$ cat config.mk
export PLATFORM = sky130hd
export DESIGN_NAME = shift_arbiter
export DESIGN_NICKNAME = d
export VERILOG_FILES = /design/src/rtl/shift_arbiter.sv
export SDC_FILE = /design/constraint.sdc
export NUM_CORES = 1
export LEC_CHECK = 0
export CAP_MARGIN = 5
export CORE_MARGIN = 10
export CORE_UTILIZATION = 46
export CTS_BUF_LIST = sky130_fd_sc_hd__clkbuf_8 sky130_fd_sc_hd__clkbuf_16
export DETAILED_ROUTE_END_ITERATION = 7
export DONT_BUFFER_PORTS = 1
export GPL_TIMING_DRIVEN = 0
export RECOVER_POWER = 100
export SLEW_MARGIN = 25
export SYNTH_ARGS = -nofsm -noshare
export SYNTH_HDL_FRONTEND = slang
export SYNTH_SLANG_ARGS = --single-unit
$ cat constraint.sdc
create_clock -name clk -period 4.5 [get_ports clk]
set_clock_uncertainty 0.1 [all_clocks]
set_input_delay 0 -clock clk [delete_from_list [all_inputs] [get_ports clk]]
set_output_delay 0 -clock clk [all_outputs]
set_load 0.01 [all_outputs]
$ cat src/rtl/shift_arbiter.sv
// shift_arbiter: arbitrates two requesters onto one left-shift datapath.
// Right shifts bit-reverse the operand and the result around the left shifter.
// The result is held in a single output register. It is owned by the port that
// was granted and is released when that port's resp_ready is high.
module shift_arbiter #(
  parameter int WIDTH = 32,
  parameter int SW    = $clog2(WIDTH),
  parameter bit RR_EN = 1'b1
) (
  input  logic             clk,
  input  logic             rst,
  input  logic             req0_valid,
  output logic             req0_ready,
  input  logic [WIDTH-1:0] req0_a,
  input  logic [SW-1:0]    req0_shamt,
  input  logic [1:0]       req0_op,
  input  logic             req1_valid,
  output logic             req1_ready,
  input  logic [WIDTH-1:0] req1_a,
  input  logic [SW-1:0]    req1_shamt,
  input  logic [1:0]       req1_op,
  output logic             resp0_valid,
  input  logic             resp0_ready,
  output logic             resp1_valid,
  input  logic             resp1_ready,
  output logic [WIDTH-1:0] resp_y,
  output logic             busy
);

  typedef enum logic {EMPTY = 1'b0, FULL = 1'b1} state_t;

  localparam logic [1:0] OP_SRL = 2'b01;
  localparam logic [1:0] OP_SRA = 2'b10;

  state_t           state_p1;
  state_t           state_nxt;
  logic             owner_p1;
  logic             rr_ptr;
  logic [WIDTH-1:0] y_p1;

  logic             slot_free;
  logic             gnt0;
  logic             gnt1;
  logic [WIDTH-1:0] sel_a;
  logic [SW-1:0]    sel_shamt;
  logic [1:0]       sel_op;
  logic [WIDTH-1:0] shift_y;

  function automatic logic [WIDTH-1:0] bit_rev(input logic [WIDTH-1:0] x);
    logic [WIDTH-1:0] r;
    r = '0;
    for (int i = 0; i < WIDTH; i++) begin
      r[i] = x[WIDTH-1-i];
    end
    return r;
  endfunction

  // One left shifter serves every op; right shifts go through bit reversal.
  // The SRA fill mask sets the top shamt bits when the operand is negative.
  // The reserved op falls through to SLL.
  function automatic logic [WIDTH-1:0] shift_calc(input logic [WIDTH-1:0] a,
                                                  input logic [SW-1:0]    sh,
                                                  input logic [1:0]       op);
    logic [WIDTH-1:0] srl_y;
    logic [WIDTH-1:0] fill;
    srl_y = bit_rev(bit_rev(a) << sh);
    fill  = ~({WIDTH{1'b1}} >> sh);
    case (op)
      OP_SRL:  return srl_y;
      OP_SRA:  return a[WIDTH-1] ? (srl_y | fill) : srl_y;
      default: return a << sh;
    endcase
  endfunction

  // Grant: the slot is free when empty or when the owner drains this cycle.
  // No grant is issued while rst is high.
  always_comb begin
    slot_free = (state_p1 == EMPTY) || (owner_p1 ? resp1_ready : resp0_ready);
    gnt0 = 1'b0;
    gnt1 = 1'b0;
    if (slot_free && !rst) begin
      if (req0_valid && req1_valid) begin
        if (RR_EN && rr_ptr) gnt1 = 1'b1;
        else                 gnt0 = 1'b1;
      end else if (req0_valid) begin
        gnt0 = 1'b1;
      end else if (req1_valid) begin
        gnt1 = 1'b1;
      end
    end
  end

  // Operand mux feeding the shared shifter from the granted port
  always_comb begin
    sel_a     = gnt1 ? req1_a     : req0_a;
    sel_shamt = gnt1 ? req1_shamt : req0_shamt;
    sel_op    = gnt1 ? req1_op    : req0_op;
    shift_y   = shift_calc(sel_a, sel_shamt, sel_op);
  end

  // Next state: a grant fills the slot, and a drain without a grant empties it
  always_comb begin
    state_nxt = state_p1;
    if (gnt0 || gnt1) begin
      state_nxt = FULL;
    end else if (slot_free) begin
      state_nxt = EMPTY;
    end
  end

  // ---- stage p1: control registers (occupancy, owner, round-robin pointer)
  always_ff @(posedge clk) begin
    if (rst) begin
      state_p1 <= EMPTY;
      owner_p1 <= 1'b0;
      rr_ptr   <= 1'b0;
    end else begin
      state_p1 <= state_nxt;
      if (gnt0 || gnt1) begin
        owner_p1 <= gnt1;
        rr_ptr   <= ~gnt1;
      end
    end
  end

  // Result register: loads only on a grant and is cleared by reset
  always_ff @(posedge clk) begin
    if (rst) begin
      y_p1 <= '0;
    end else if (gnt0 || gnt1) begin
      y_p1 <= shift_y;
    end
  end

  assign req0_ready  = gnt0;
  assign req1_ready  = gnt1;
  assign resp0_valid = (state_p1 == FULL) && !owner_p1;
  assign resp1_valid = (state_p1 == FULL) &&  owner_p1;
  assign busy        = (state_p1 == FULL);
  assign resp_y      = y_p1;

endmodule

==> results.cfg <==
[status]
status = complete, no violations

[critical_path]
reg2reg_depth = 16
arrival_ps = 4380
cp-endpoint = resp_y[24]$_SDFFE_PP0P_
cp_slowest_stage_delay_ps = 510
cp_max_fo = 10
crit_buf_inv = 7
cp_top_family = buffers and inverters
r2r-start = owner_p1$_SDFFE_PP0P_
crit_path_end_kind = register
critPathRequiredTime_ps = 4550
r2r_end = resp_y[24]$_SDFFE_PP0P_
path_class = reg -> reg
cpMaxStageDelayCell = o21bai_1
ff2ff_setup_slack_ps = 170
startpoint_type = register
crit_start = owner_p1$_SDFFE_PP0P_
crit_chain = mux2i_4, a211o_1, buf_6, inv_2, buf_6, buf_4, buf_4, nand2_1, nand2_1, inv_1, ha_1, o21bai_1, clkbuf_4, a211oi_1, a31oi_1, a21oi_1
crit_cells = 16

[placed_design]
pre_cts_slack_ps = -508.9
io_buffers = 0
routabilityCongestion = 1.034
placed_area_um2 = 8277
hpwl_um = 32760

[timing]
worst_slew_pin_slew_ps = 941.6
slew-limit-headroom_pct = 35.43
finalHoldViolations = 0
rsz0062_at_grt = false
finalSetupTns_ps = 0
period_share_pct = 96.24
period_minus_slack_ps = 4331
setup_viol = 0
setup_ws_ps = 169.0
slew_violations = 0
fmax_ghz = 0.2309

[route]
wl_um = 41890
drt-wirelength-per-cell_um = 35.32
postRouteAntennaNets = 0
route.detailed.drc = 0
dr.pass1.iters = 7
via_per_inst = 7.683
drt_iter0_markers = 1365
num_vias = 9112

[run]
cap_viol_max_count = 0

[final_layout]
design_area_um2 = 8508
syn_to_final_growth_pct = 6.416
layout-drive-gt1-share_pct = 21.96
fin_nets = 1047
fillers = 1751
final_util_pct = 49.53
antenna_cells = 0

[synthesis]
synth_top_area_share_pct = 24.54
synthXorXnorAreaFrac_pct = 0
yosysTopAreaCell = mux2i_1
synth_area_um2 = 7995
synth_top_family_by_area = multiplexers
synthAdderAreaFrac_pct = 0.3130
synth_enable_flop_cells = 0
synthSimpleGateAreaFrac_pct = 12.85
yosys-mux-area-fraction_pct = 51.94
synth_compound_area_share_pct = 19.98
synth.top_cells.by_area = mux2i_1, mux2_2, mux4_2, dfxtp_1, nand2_1
syn_inst = 949
yosysSeqAreaShare_pct = 8.764
ys.flop_type = dfxtp_1
synth_most_common_cell = mux2i_1
synth_commonest_cells = mux2i_1, mux2_2, nand2_1
yosys_register_bits = 35
synth.net_count = 1035
avgSynthCellArea_um2 = 8.425
yosys.cell_types.count = 67
async_flop_share_pct = 0
yosys_warnings = 0

[grt]
antenna_found_initial = 0
grt_pass1_wl_um = 60480
grt_pass1_vias = 8716
grt-ovfl-total = 0
grt_usage_pct = 33.71
grt_max_degree = 20

[clock_network]
cts-root-buf = clkbuf_16
clk_pin_slew_ps = 50
cts.path.max_buffers = 2
cts_sinks = 35
insertion_delay_ps = 290
cts_tree = done
htree_levels = 2
numCtsBuffers = 5

[pwr]
p_leak_nw = 3.351
powerDensity_nw_per_um2 = 214.6
total_power_mw = 1.826
irDropWorstVdd_uv = 214.2

[floorplan]
die-area_um2 = 23050
die_w_um = 151.8
die_h_um = 151.8
rows = 48
io_pins = 121
core-area_um2 = 17180
start_util_pct = 46.55

[min_path]
hp-start = rst
hold_class = in -> reg
[per-stage QoR]
stage / instances / hold slack [ps]
final: 1186 / 45.58
after global routing: 1186 / 70.84
after CTS: 1186 / 36.42
after detailed placement: 1174 / 12.39
after global placement: 1174 / 16.92
after floorplan: 949 / -7.239
[logic make-up after synthesis]
family	Yosys count
flip-flops	35
multiplexers	346
AO/OA/AOI/OAI	238
adder cells (fa/ha/maj)	2
AND/OR/NAND/NOR	225
buffers and inverters	103
[sequential cells by signal, indices dropped and copies added (netlist names)]
register  cells
rr_ptr        1
busy          1
owner_p1      1
resp_y       32
[metal layers]
layer / global-route usage [%] / vias up / wire [µm]
met2: 49.36 / 841 / 17490
met5: 0 / - / 0
met4: 13.80 / 0 / 2168
met3: 10.25 / 170 / 5758
li1: - / 3712 / -
met1: 44.90 / 4389 / 16480
[worst min-delay path, cell delays in order]
cell and delay (ps):
a211oi_1 50, nand2_2 200, o22ai_1 120
[where the power goes]
group | internal [mW] | leakage (nW) | switching (mW) | total [mW]
sequential | 0.337 | 0.287 | 0.0335 | 0.370
combinational | 0.401 | 2.99 | 0.702 | 1.10
clock | 0.216 | 0.0727 | 0.137 | 0.353
[what timing repair did]
action / CTS / global route
buffers inserted: 0 / 1
pin swaps: 0 / 1
hold buffers: 6 / 0
endpoints found under the hold margin: 4 / 0
endpoints found under the setup margin: 22 / 11
resized for setup: 7 / 4
[how the worst min path moves through the flow]
stage / to / slack, ps / cells past startpoint
finish: resp_y[11]$_SDFFE_PP0P_ / 50 / 3
global route: resp_y[7]$_SDFFE_PP0P_ / 70 / 3
CTS: resp_y[7]$_SDFFE_PP0P_ / 40 / 3
detailed placement: req0_ready / 10 / 1
global placement: req0_ready / 20 / 1
floorplan: req0_ready / -7 / 1
[layout by cell type (no fill, tap or decap), drive strengths merged, types with 26 or more instances in the layout]
cell type    n
mux2i      198
mux2       105
nand2       83
buf         58
o21ai       55
nor2        51
a21oi       49
mux4        43
clkbuf      41
dfxtp       35
nand3       26
[cell type report]
cell class	count	area, µm²	area share [%]
clock inverter	1	5.005	0.05882
tap	225	281.5	3.309
timing repair buffer	7	67.56	0.7941
inverter	9	33.78	0.3971
multi-input combinational	811	6825	80.22
buffer	92	455.4	5.353
sequential	35	700.7	8.235
clock buffer	6	138.9	1.632
No activity file was read; power rests on OpenSTA's default activity.
